<file path="config.mk">
export PLATFORM = sky130hd
export DESIGN_NAME = kalman_sample_feeder
export DESIGN_NICKNAME = d
export VERILOG_FILES = /design/src/rtl/kalman_sample_feeder_pkg.sv /design/src/rtl/kalman_sample_fifo.sv /design/src/rtl/kalman_sample_feeder.sv
export SDC_FILE = /design/constraint.sdc
export NUM_CORES = 1
export LEC_CHECK = 0
export BUFFER_PORTS_ARGS = -buffer_cell sky130_fd_sc_hd__buf_4
export CAP_MARGIN = 20
export CORE_ASPECT_RATIO = 0.5
export CORE_UTILIZATION = 30
export CTS_CLUSTER_DIAMETER = 60
export DETAILED_ROUTE_END_ITERATION = 8
export HOLD_SLACK_MARGIN = 0.06
export PLACE_DENSITY = 0.53
export SYNTH_ARGS = -nofsm -noshare
export SYNTH_HDL_FRONTEND = slang
export SYNTH_HIERARCHICAL = 1
export SYNTH_SLANG_ARGS = --single-unit
</file>
<file path="constraint.sdc">
create_clock -name clk -period 3.1 [get_ports clk]
set_input_delay 0.62 -clock clk [delete_from_list [all_inputs] [get_ports clk]]
set_output_delay 0.62 -clock clk [all_outputs]
set_load 0.005 [all_outputs]
</file>
<file path="src/rtl/kalman_sample_feeder_pkg.sv">
`default_nettype none
// =============================================================================
// kalman_sample_feeder_pkg : feeder FSM encoding and sample-to-fixed conversion
// Rev 1.0
// =============================================================================
package kalman_sample_feeder_pkg;

  typedef enum logic [2:0] {
    ST_IDLE  = 3'd1,
    ST_LOAD  = 3'd2,
    ST_ISSUE = 3'd3,
    ST_WAIT  = 3'd4,
    ST_GUARD = 3'd5
  } feeder_state_e;

  // Integer sample shifted into fixed point, clamped to a data_bits-wide signed range.
  function automatic logic signed [63:0] to_fixed(input logic signed [63:0] sample,
                                                  input int unsigned       frac_bits,
                                                  input int unsigned       data_bits);
    logic signed [63:0] shifted;
    logic signed [63:0] max_v;
    logic signed [63:0] min_v;
    shifted = sample <<< frac_bits;
    max_v   = (64'sd1 <<< (data_bits - 1)) - 64'sd1;
    min_v   = -max_v - 64'sd1;
    if (shifted > max_v) return max_v;
    if (shifted < min_v) return min_v;
    return shifted;
  endfunction

endpackage
`default_nettype wire

</file>
<file path="src/rtl/kalman_sample_fifo.sv">
`default_nettype none
// =============================================================================
// kalman_sample_fifo : count-based synchronous FIFO for raw samples
// Rev 1.0
// =============================================================================
module kalman_sample_fifo #(
  parameter int WIDTH = 16,
  parameter int DEPTH = 8
) (
  input  logic             clk,
  input  logic             rst,
  input  logic             push_i,
  input  logic [WIDTH-1:0] wdata_i,
  input  logic             pop_i,
  output logic [WIDTH-1:0] rdata_o,
  output logic             full_o,
  output logic             empty_o
);
  localparam int AW = $clog2(DEPTH);

  logic [WIDTH-1:0] mem_q [DEPTH];
  logic [AW-1:0]    wr_ptr_q;
  logic [AW-1:0]    rd_ptr_q;
  logic [AW:0]      count_q;
  logic             do_push;
  logic             do_pop;

  assign full_o  = (count_q == (AW+1)'(DEPTH));
  assign empty_o = (count_q == '0);
  assign do_push = push_i && !full_o;
  assign do_pop  = pop_i && !empty_o;
  assign rdata_o = mem_q[rd_ptr_q];

  always_ff @(posedge clk) begin
    if (do_push) mem_q[wr_ptr_q] <= wdata_i;
  end

  // Pointers wrap naturally because DEPTH is a power of two.
  always_ff @(posedge clk or posedge rst) begin
    if (rst) begin
      wr_ptr_q <= '0;
      rd_ptr_q <= '0;
      count_q  <= '0;
    end else begin
      if (do_push) wr_ptr_q <= wr_ptr_q + 1'b1;
      if (do_pop)  rd_ptr_q <= rd_ptr_q + 1'b1;
      if (do_push && !do_pop)      count_q <= count_q + 1'b1;
      else if (do_pop && !do_push) count_q <= count_q - 1'b1;
    end
  end

endmodule
`default_nettype wire

</file>
<file path="src/rtl/kalman_sample_feeder.sv">
`default_nettype none
// =============================================================================
// kalman_sample_feeder : buffers raw samples, issues them to the Kalman filter
// in fixed point and forwards each filtered result. Rev 1.0
// =============================================================================
module kalman_sample_feeder
  import kalman_sample_feeder_pkg::*;
#(
  parameter int IN_WIDTH        = 16,
  parameter int DATA_WIDTH      = 32,
  parameter int FIX_POINT_WIDTH = 16,
  parameter int FIFO_DEPTH      = 8,
  parameter int TIMEOUT_CYCLES  = 255
) (
  input  logic                  clk,
  input  logic                  rst,
  input  logic                  in_valid,
  input  logic [IN_WIDTH-1:0]   in_data,
  output logic                  in_ready,
  output logic                  kf_valid,
  output logic [DATA_WIDTH-1:0] kf_data,
  input  logic                  kf_finish,
  input  logic [DATA_WIDTH-1:0] kf_result,
  output logic                  out_valid,
  output logic [DATA_WIDTH-1:0] out_data,
  output logic                  busy,
  output logic                  timeout_err
);
  localparam int              CNT_W     = $clog2(TIMEOUT_CYCLES + 1);
  localparam logic [CNT_W-1:0] LAST_WAIT = CNT_W'(TIMEOUT_CYCLES - 1);

  feeder_state_e         state_q, state_d;
  logic [DATA_WIDTH-1:0] kf_data_q, kf_data_d;
  logic [DATA_WIDTH-1:0] out_data_q, out_data_d;
  logic                  out_valid_q, out_valid_d;
  logic                  timeout_err_q, timeout_err_d;
  logic [CNT_W-1:0]      wait_cnt_q, wait_cnt_d;
  logic                  fifo_pop;
  logic                  fifo_full;
  logic                  fifo_empty;
  logic [IN_WIDTH-1:0]   fifo_rdata;

  kalman_sample_fifo #(
    .WIDTH (IN_WIDTH),
    .DEPTH (FIFO_DEPTH)
  ) u_fifo (
    .clk     (clk),
    .rst     (rst),
    .push_i  (in_valid && !fifo_full),
    .wdata_i (in_data),
    .pop_i   (fifo_pop),
    .rdata_o (fifo_rdata),
    .full_o  (fifo_full),
    .empty_o (fifo_empty)
  );

  assign in_ready    = !fifo_full;
  assign kf_valid    = (state_q == ST_ISSUE);
  assign busy        = (state_q != ST_IDLE);
  assign kf_data     = kf_data_q;
  assign out_valid   = out_valid_q;
  assign out_data    = out_data_q;
  assign timeout_err = timeout_err_q;

  always_comb begin
    state_d       = state_q;
    kf_data_d     = kf_data_q;
    out_data_d    = out_data_q;
    out_valid_d   = 1'b0;
    timeout_err_d = timeout_err_q;
    wait_cnt_d    = wait_cnt_q;
    fifo_pop      = 1'b0;
    unique case (state_q)
      ST_IDLE: if (!fifo_empty) state_d = ST_LOAD;
      ST_LOAD: begin
        fifo_pop  = 1'b1;
        kf_data_d = DATA_WIDTH'(to_fixed(64'(signed'(fifo_rdata)), FIX_POINT_WIDTH, DATA_WIDTH));
        state_d   = ST_ISSUE;
      end
      ST_ISSUE: begin
        wait_cnt_d = '0;
        state_d    = ST_WAIT;
      end
      // A finish on the final allowed cycle still wins over the timeout.
      ST_WAIT: begin
        if (kf_finish) begin
          out_data_d  = kf_result;
          out_valid_d = 1'b1;
          state_d     = ST_GUARD;
        end else if (wait_cnt_q == LAST_WAIT) begin
          timeout_err_d = 1'b1;
          state_d       = ST_GUARD;
        end else begin
          wait_cnt_d = wait_cnt_q + 1'b1;
        end
      end
      ST_GUARD: state_d = ST_IDLE;
      default:  state_d = ST_IDLE;
    endcase
  end

  always_ff @(posedge clk or posedge rst) begin
    if (rst) begin
      state_q       <= ST_IDLE;
      kf_data_q     <= '0;
      out_data_q    <= '0;
      out_valid_q   <= 1'b0;
      timeout_err_q <= 1'b0;
      wait_cnt_q    <= '0;
    end else begin
      state_q       <= state_d;
      kf_data_q     <= kf_data_d;
      out_data_q    <= out_data_d;
      out_valid_q   <= out_valid_d;
      timeout_err_q <= timeout_err_d;
      wait_cnt_q    <= wait_cnt_d;
    end
  end

endmodule
`default_nettype wire

</file>
Word-level counts from Yosys, hierarchy flattened
Memory sizes are Yosys's and may differ from the RTL's.
Index checks and enable logic that the tools add are counted.
{"block": "op_classes", "bitwise_logic": 1, "n_mux": 23, "n_reduce_logical": 16, "div_mod_pow": 0, "n_mul": 0, "n_addsub": 5, "eq_ne": 11, "shift": 0, "order_cmp": 2}
{"operator": "$mux W32", "n": 4}
{"operator": "$gt A32 B32 Y1 const B", "n": 1}
{"operator": "$lt A32 B32 Y1 const B", "n": 1}
{"operator": "$mux W8", "n": 2}
{"operator": "$pmux W8 S2", "n": 1}
{"operator": "$pmux W3 S4", "n": 1}
{"operator": "$mux W1", "n": 10}
{"operator": "$mux W3", "n": 3}
{"operator": "$add A8 B1 Y8 const B", "n": 1}
{"operator": "$eq A8 B8 Y1 const B", "n": 1}
{"operator": "$mux W4", "n": 2}
{"operator": "$add A3 B1 Y3 const B", "n": 2}
{"operator": "$eq A3 B2 Y1 const B", "n": 2}
{"operator": "$ne A2 B2 Y1 const B", "n": 3}
{"operator": "$reduce_and A3 Y1", "n": 2}
{"operator": "$logic_and A1 B1 Y1", "n": 5}
{"operator": "$add A4 B1 Y4 const B", "n": 1}
{"operator": "$eq A4 B4 Y1 const B", "n": 1}
{"operator": "$logic_not A1 Y1", "n": 4}
{"operator": "$logic_not A4 Y1", "n": 1}
{"operator": "$reduce_and A2 Y1", "n": 2}
{"operator": "$reduce_bool A2 Y1", "n": 2}
{"operator": "$sub A4 B1 Y4 const B", "n": 1}
{"operator": "$eq A3 B1 Y1 const B", "n": 1}
{"operator": "4 further kinds", "n": 4}
{"block": "totals", "latchBits": 0, "romBits": 0, "memories": 1, "input_bits": 52, "ramBits": 128, "out_inout_bits": 69, "wordCells": 68, "register_bits": 87}
{"name": "u_fifo.mem_q", "depth": 8, "width": 16, "rd": 1, "rd_ports_with_merged_regs": 0, "write_ports": 1, "line_no": "kalman_sample_fifo.sv:21", "rtl": "logic [WIDTH-1:0] mem_q [DEPTH];"}

Depth between registers and ports, before layout
Gate-level depths: netlist of the first run.
{"block": "depth", "depth_word": 8, "ltp_mapped": 11, "mapped_depth_nobuf": 11}

Cells and area by module
Netlist of the first run, hierarchy kept.
{"module": "kalman_sample_fifo", "n_inst": 1, "cells_per_inst": 251, "seq_area_each_um2": 4093.9, "area_per_inst_um2": 5566.6}
{"module": "kalman_sample_feeder", "n_inst": 1, "cells_per_inst": 195, "seq_area_each_um2": 1527.7, "area_per_inst_um2": 2597.5}

Worst setup path after synthesis of the first run
Ideal clock, no wire load.
{"block": "synth_timing", "path_kind": "register to register", "start": "reg u_fifo.count_q[0]", "end": "reg u_fifo.count_q[3]", "setup_ns": 0.131, "path_stages_with_launch": 12, "t_required_ns": 2.969, "path_slack_ns": 0.324, "arrival_time_ns": 2.645, "synth_period_minus_slack_ns": 2.776, "path_buffers": 0, "path_cell_list": "dfrtp_1 or4b_4 inv_1 nor2b_1 nand2_1 inv_1 ha_1 inv_1 ha_1 or4_1 nand3_1 o211ai_1"}
{"block": "synth_via", "elab_chain_cells": 7, "word_cells_on_any_way": 16, "cone_classes": "2 x add/sub; 1 x eq/ne; 2 x mux; 11 x reduce/logical"}
{"item": "start: declaration", "line_no": "kalman_sample_fifo.sv:24", "rtl": "logic [AW:0] count_q;"}
{"item": "start signal: assignment", "line_no": "kalman_sample_fifo.sv:47", "rtl": "if (do_push && !do_pop) count_q <= count_q + 1'b1;"}
{"item": "start signal: assignment", "line_no": "kalman_sample_fifo.sv:48", "rtl": "else if (do_pop && !do_push) count_q <= count_q - 1'b1;"}
{"item": "$eq A4 B4 Y1 (*)", "line_no": "kalman_sample_fifo.sv:28", "rtl": "assign full_o = (count_q == (AW+1)'(DEPTH));"}
{"item": "named net fifo_full", "line_no": "kalman_sample_feeder.sv:39", "rtl": "logic fifo_full;"}
{"item": "$logic_not A1 Y1 (*)", "line_no": "kalman_sample_fifo.sv:30, kalman_sample_feeder.sv:49"}
{"item": "$logic_and A1 B1 Y1", "line_no": "kalman_sample_feeder.sv:49", "rtl": ".push_i (in_valid && !fifo_full),"}
{"item": "$logic_and A1 B1 Y1 (*)", "line_no": "kalman_sample_fifo.sv:30", "rtl": "assign do_push = push_i && !full_o;"}
{"item": "named net u_fifo.do_push", "line_no": "kalman_sample_fifo.sv:25", "rtl": "logic do_push;"}
{"item": "$logic_not A1 Y1", "line_no": "kalman_sample_fifo.sv:48"}
{"item": "$logic_and A1 B1 Y1", "line_no": "kalman_sample_fifo.sv:48"}
{"item": "$reduce_bool A2 Y1 (no source line)"}
The timed path passes the listed nets; every way through them passes the cells marked *. The select of a mux whose other input is x is not followed.
A chain may end at the register's enable or synchronous reset.

Worst setup path in the final report of the first run
{"block": "layout_timing", "start": "reg u_fifo.count_q[1]", "end": "reg u_fifo.count_q[3]"}
The elaborated chain is that of the path after synthesis.

==> impl_metrics.json, run 1 <==
{
  "outcome": "completed",
  "ctsHoldBuffers": 0,
  "synth_edf_count": 128,
  "ys_top_cells_by_area": "edfxtp_1 (47%), dfrtp_1 (21%), mux2_2 (8.8%)",
  "synth_top_area_share_pct": 47.1,
  "drtPass1Iterations": 7,
  "min_period_ns": 2.98,
  "dpl.cell_count": 900,
  "synthArstFlopShare_pct": 35.7,
  "critPathKind": "flop to flop",
  "rsz0062_at_grt": "no",
  "worst_setup_path_start_kind": "flop",
  "drcViolationCount": 0,
  "portBuffers": 104,
  "yosys.area.top_type": "edfxtp_1",
  "skew_ns": 0.0169,
  "post-place-ws_ns": 0.151,
  "grt_max_degree": 35,
  "instances_no_fill": 932,
  "grtUsageTotal_pct": 11.8,
  "io_pins": 121,
  "finalCritPeriodShare_pct": 96.0,
  "max_slew.worst_pin.slew_ns": 0.675,
  "slew_headroom_pct": 55.0,
  "cts_tree": "built",
  "antenna_found_initial": 0,
  "synth.distinct_cells": 47,
  "yosysSeqAreaShare_pct": 68.9,
  "ctsResizeCount": 0,
  "synth_ff_type": "edfxtp_1",
  "via_per_inst": 4.50,
  "cp_cell_sequence": "or4b_4 -> inv_1 -> nor2b_1 -> nand2_1 -> inv_1 -> ha_1 -> inv_1 -> ha_1 -> or4_1 -> nand3_1 -> o211ai_1",
  "setup_slack_ns": 0.123,
  "slowest_stage": "or4b_4",
  "tns_ns": 0,
  "yosys_warnings": 6,
  "ant_nets": 0,
  "finalSetupViolCount": 0,
  "insertedDiodeCount": 0,
  "die_x_um": 235,
  "initial_core_util_pct": 30.7,
  "wl_per_cell_um": 16.8,
  "synthCells": 446,
  "clk_latency_ns": 0.44,
  "cp_max_fo": 6,
  "fmax_ghz": 0.336,
  "cts_made_buffers": 17,
  "ir_drop_mv": 0.366,
  "required_ns": 3.41,
  "total_power_uw": 8890,
  "critical_path_arrival_ns": 3.29,
  "gp_congestion": 0.685,
  "hpwl_um": 9740,
  "grt_pass1_vias": 4270,
  "clock_path_buffers": 2,
  "cts_setup_buffers": 0,
  "crit_family": "simple AND/OR/NAND/NOR gates",
  "core-area_um2": 26600,
  "vias": 4191,
  "drtIter0Drc": 228,
  "die_h_um": 119,
  "nFillCells": 2470,
  "cts_root_buf": "clkbuf_16",
  "num-nets-final": 627,
  "syn_avg_cell_area_um2": 18.3,
  "power_density_nw_per_um2": 892,
  "cts_num_sinks": 199,
  "rows": 42,
  "leakage_uw": 0.00385,
  "overflow": 0,
  "routed_wl_um": 15600,
  "grt_pass1_wl_um": 24600,
  "syn_area_um2": 8160,
  "synthToLayoutAreaGrowth_pct": 22.0,
  "post_route_cells_drive_above_1_share_pct": 39.7,
  "max_cap_violations": 0,
  "clk_pin_slew_ns": 0.07,
  "crit_top_cell": "inv_1",
  "yosys_register_bits": 199,
  "critPathCaptureType": "flop",
  "r2r_cells": 11,
  "whs_ns": 0.186,
  "cts_max_level": 4,
  "hold_violations": 0,
  "dieArea_um2": 27900,
  "min_path_type": "input pin to asynchronous set/reset pin",
  "max_stage_delay_ns": 0.59,
  "path_buf_inv": 3,
  "cp_num_cells": 11,
  "maxSlewViolCount": 0
}
-- per-stage QoR --
stage	instance area, um2	utilization (%)
6_report	9960	37.5
5_1_grt	9960	37.5
4_1_cts	9960	37.5
3_5_place_dp	9370	35.2
3_3_place_gp	9370	35.2
2_1_floorplan	8220	-
-- final cells by class --
class                   instances  area, um2  share of cell area (%)
clock buffers                  21        450                    4.52
flip-flops and latches        199       5620                    56.4
inverters                       9       33.8                   0.339
multi-input cells             220       2350                    23.6
well taps                     352        440                    4.42
clock inverters                11        141                    1.42
repair buffers                120        926                    9.30
-- sequential cells by signal, summed over array words and instances, names as in the netlist --
| name | cells |
|---|---|
| out_valid | 1 |
| timeout_err | 1 |
| u_fifo/mem_q | 128 |
| u_fifo/rd_ptr_q | 3 |
| kf_data | 16 |
| u_fifo/count_q | 4 |
| u_fifo/wr_ptr_q | 3 |
| wait_cnt_q | 8 |
| state_q | 3 |
| out_data | 32 |
-- worst paths after layout --
kind	slack, ns	startpoint	to
max	0.12	u_fifo/count_q[1]	u_fifo/count_q[3]
min	0.19	rst	u_fifo/wr_ptr_q[1]
max reg2reg	0.12	u_fifo/count_q[1]	u_fifo/count_q[3]
min reg2reg	0.48	timeout_err	timeout_err
max in group asynchronous	2.16	rst	kf_data[29]
min in group clk	0.41	in_data[12]	u_fifo/mem_q[3][12]
-- report_power, final --
group	total, uW	internal, uW	switching [uW]
clock network	2220	1230	994
registers	3850	3510	342
logic	2810	1600	1210
-- cells by family after synthesis --
group | Yosys count | share of synthesized area, %
multiplexers | 100 | 19.3
flip-flops | 199 | 68.9
adder cells (fa/ha/maj) | 8 | 1.32
AND/OR/NAND/NOR | 67 | 4.38
AO/OA/AOI/OAI | 22 | 2.10
other | 1 | 0.0459
XOR/XNOR | 7 | 0.751
buffers and inverters | 42 | 3.20
-- per-layer routing --
| layer | part of all wire (%) | track usage, % | vias to the layer above | wire length, um |
|---|---|---|---|---|
| met1 | 44 | 14.7 | 2131 | 6950 |
| met2 | 50 | 19.8 | 97 | 7820 |
| li1 | - | - | 1947 | - |
| met3 | 4.3 | 3.69 | 16 | 666 |
| met5 | 0 | 0 | - | 0 |
| met4 | 1.2 | 3.84 | 0 | 195 |
-- worst reg2reg max path, stage by stage (launching register included) --
cell	delay, ns
dfrtp_1	0.47
or4b_4	0.59
inv_1	0.10
nor2b_1	0.08
nand2_1	0.13
inv_1	0.06
ha_1	0.25
inv_1	0.17
ha_1	0.32
or4_1	0.52
nand3_1	0.09
o211ai_1	0.08
-- cells in the final DEF (no fill, tap or decap), drive strengths merged, types with 5 or more instances in the layout --
cell	Yosys	routed
buf	28	120
edfxtp	128	128
inv	9	12
nand3	10	10
xnor2	6	6
dfrtp	70	70
nand2	16	16
conb	1	16
nand2b	5	5
clkbuf	5	21
nor3	6	6
o21ai	5	5
mux4	32	32
mux2	67	67
nor2	15	15
a21oi	6	6
ha	7	7
-- cell usage after synthesis (all sizes together), types with 2 or more instances --
| master | number |
|---|---|
| nor2 | 15 |
| dfrtp | 70 |
| clkbuf | 5 |
| a21oi | 6 |
| a211o | 3 |
| o21ai | 5 |
| inv | 9 |
| edfxtp | 128 |
| nand2b | 5 |
| nand2 | 16 |
| nand3 | 10 |
| buf | 28 |
| mux4 | 32 |
| a21o | 2 |
| nor3 | 6 |
| ha | 7 |
| nor2b | 2 |
| xnor2 | 6 |
| mux2 | 67 |
| nand3b | 3 |
| or3 | 2 |
No activity file was read; power rests on OpenSTA's default activity.
==> inputs of run 2 (changes only) <==
- CORE_UTILIZATION: 30 -> 57
- PLACE_DENSITY: 0.53 -> 0.86
- RECOVER_POWER: not set -> 25
==> run 2 against run 1 <==
Compared with the run above:
- sequential power rose by 2%
- sequential share of layout area up 1.6 points
- first-iteration DRC count is 58% higher
- critical path depth did not move
- routed wire length is 3.9% lower
- via count up 2.2%
- total power down 0.24%
- clock power about the same
- register-to-register slack improved by 0.05 ns
- non-clock buffer count decreased by 2
- critical endpoint unchanged
==> impl_metrics.json, run 2 (synthesis results as in run 1) <==
{
  "tns_ns": 0,
  "power_density_nw_per_um2": 915,
  "critPathKind": "flop to flop",
  "top_register": "u_fifo/mem_q",
  "fmax_ghz": 0.341,
  "r2r_cells": 11,
  "outcome": "completed",
  "min_period_ns": 2.93,
  "clk_pin_slew_ns": 0.07,
  "clock_path_buffers": 2,
  "timing.rr.end": "u_fifo/count_q[3]",
  "core-area_um2": 13800,
  "required_ns": 3.41,
  "seqCellArea_um2": 5620,
  "die_h_um": 86.6,
  "num-nets-final": 625,
  "io_pins": 121,
  "portBuffers": 104,
  "drcViolationCount": 0,
  "rsz0062_at_grt": "no",
  "maxSlewViolCount": 0,
  "cts_made_buffers": 17,
  "dieArea_um2": 14800,
  "ctsHoldBuffers": 0,
  "cts_tree": "built",
  "overflow": 0,
  "cts_num_sinks": 199,
  "wl_per_cell_um": 19.5,
  "rows": 30,
  "grt_max_degree": 35,
  "post_route_cells_drive_above_1_share_pct": 37.5,
  "leakage_uw": 0.00379,
  "vias": 4285,
  "cts_max_level": 4,
  "mostFrequentLayoutCells": "edfxtp_1 (128), buf_4 (101), dfrtp_1 (69)",
  "hpwl_um": 9360,
  "finalCritPeriodShare_pct": 94.5,
  "hold_violations": 0,
  "drtPass1Iterations": 4,
  "synthToLayoutAreaGrowth_pct": 18.7,
  "grtUsageTotal_pct": 21.6,
  "max_cap_violations": 0,
  "max_slew.worst_pin.slew_ns": 0.909,
  "via_per_inst": 5.56,
  "initial_core_util_pct": 59.3,
  "post-place-ws_ns": 0.141,
  "slew_headroom_pct": 39.4,
  "antenna_found_initial": 0,
  "finalSetupViolCount": 0,
  "design_area_um2": 9690,
  "r2r_start": "u_fifo/count_q[1]",
  "ant_nets": 0,
  "largest_register_ffs": 128,
  "grt_pass1_vias": 4284,
  "setup_slack_ns": 0.169,
  "die_x_um": 171,
  "r2r_slack_ns": 0.17,
  "critPathCaptureType": "flop",
  "critical_path_arrival_ns": 3.24,
  "clk_latency_ns": 0.43,
  "drtIter0Drc": 360,
  "dpl_cell_area_um2": 9140,
  "grt_pass1_wl_um": 23100,
  "insertedDiodeCount": 0,
  "routed_wl_um": 15000,
  "cts_setup_buffers": 0,
  "mostFrequentLayoutCell": "edfxtp_1",
  "worst_setup_path_start_kind": "flop",
  "skew_ns": 0.0111,
  "nFillCells": 868,
  "ctsResizeCount": 0,
  "gp_congestion": 0.725,
  "ir_drop_mv": 0.477,
  "multiInputGateArea_um2": 2350,
  "min_path_type": "input pin to asynchronous set/reset pin",
  "cp_max_fo": 6,
  "cts_root_buf": "clkbuf_16"
}
[run 2: cell types whose count changed in the layout (fill, tap and decap cells not counted), moves of 2 or more]
cell        before  now
buf_4          118  101
clkbuf_1         3   16
clkinv_8         1    3
clkinvlp_4       3    1
inv_6            2    6
[run 2: cell type report]
| cell class | instances | area share (%) |
|---|---|---|
| Sequential cell | 199 | 58.0 |
| Timing Repair Buffer | 118 | 8.65 |
| Multi-Input combinational cell | 220 | 24.2 |
| Inverter | 9 | 0.349 |
| Tap cell | 192 | 2.48 |
| Clock buffer | 17 | 4.39 |
| Clock inverter | 15 | 1.86 |
[run 2: how the worst max path moves through the flow]
stage	start	endpoint	slack [ns]	depth (start not counted)
after CTS	u_fifo/count_q[1]	u_fifo/count_q[3]	0.12	11
after detailed placement	u_fifo/count_q[1]	u_fifo/count_q[3]	0.14	11
after global routing	u_fifo/count_q[1]	u_fifo/count_q[3]	0.004	11
final	u_fifo/count_q[1]	u_fifo/count_q[3]	0.17	11
after global placement	u_fifo/count_q[1]	u_fifo/count_q[3]	0.26	11
after floorplan	u_fifo/count_q[0]	u_fifo/count_q[3]	0.32	11
[run 2: report_power, final]
part / switching (uW) / internal (uW) / leakage (uW) / total, uW
Sequential: 400 / 3520 / 0.00203 / 3920
Combinational: 1190 / 1560 / 0.00147 / 2750
Clock: 1040 / 1160 / 0.000293 / 2200
[run 2: stage by stage]
| stage | util [%] | hold slack [ns] | power [uW] | cells |
|---|---|---|---|---|
| 3_5_place_dp | 66.4 | 0.455 | 6710 | 738 |
| 4_1_cts | 70.8 | 0.175 | 8970 | 770 |
| 6_report | 70.3 | 0.175 | 8870 | 770 |
| 3_3_place_gp | 66.4 | 0.450 | 6590 | 738 |
| 5_1_grt | 70.3 | 0.203 | 9330 | 770 |
| 2_1_floorplan | - | 0.451 | 5660 | 461 |
[run 2: routing by layer]
layer  vias to the layer above  global-route usage (%)  routed length (um)
li1                       1946                       -                   -
met5                         -                       0                   0
met3                        16                    4.06                 887
met2                       165                    35.6                7510
met1                      2158                    29.0                6440
met4                         0                    8.44                 195
[run 2: critical path, cell delays in order, from the launching register on]
cell	delay, ns
dfrtp_2	0.47
or4b_4	0.57
inv_1	0.10
nor2b_1	0.08
nand2_1	0.12
inv_1	0.06
ha_1	0.27
inv_2	0.12
ha_1	0.30
or4_1	0.53
nand3_1	0.10
o211ai_1	0.08
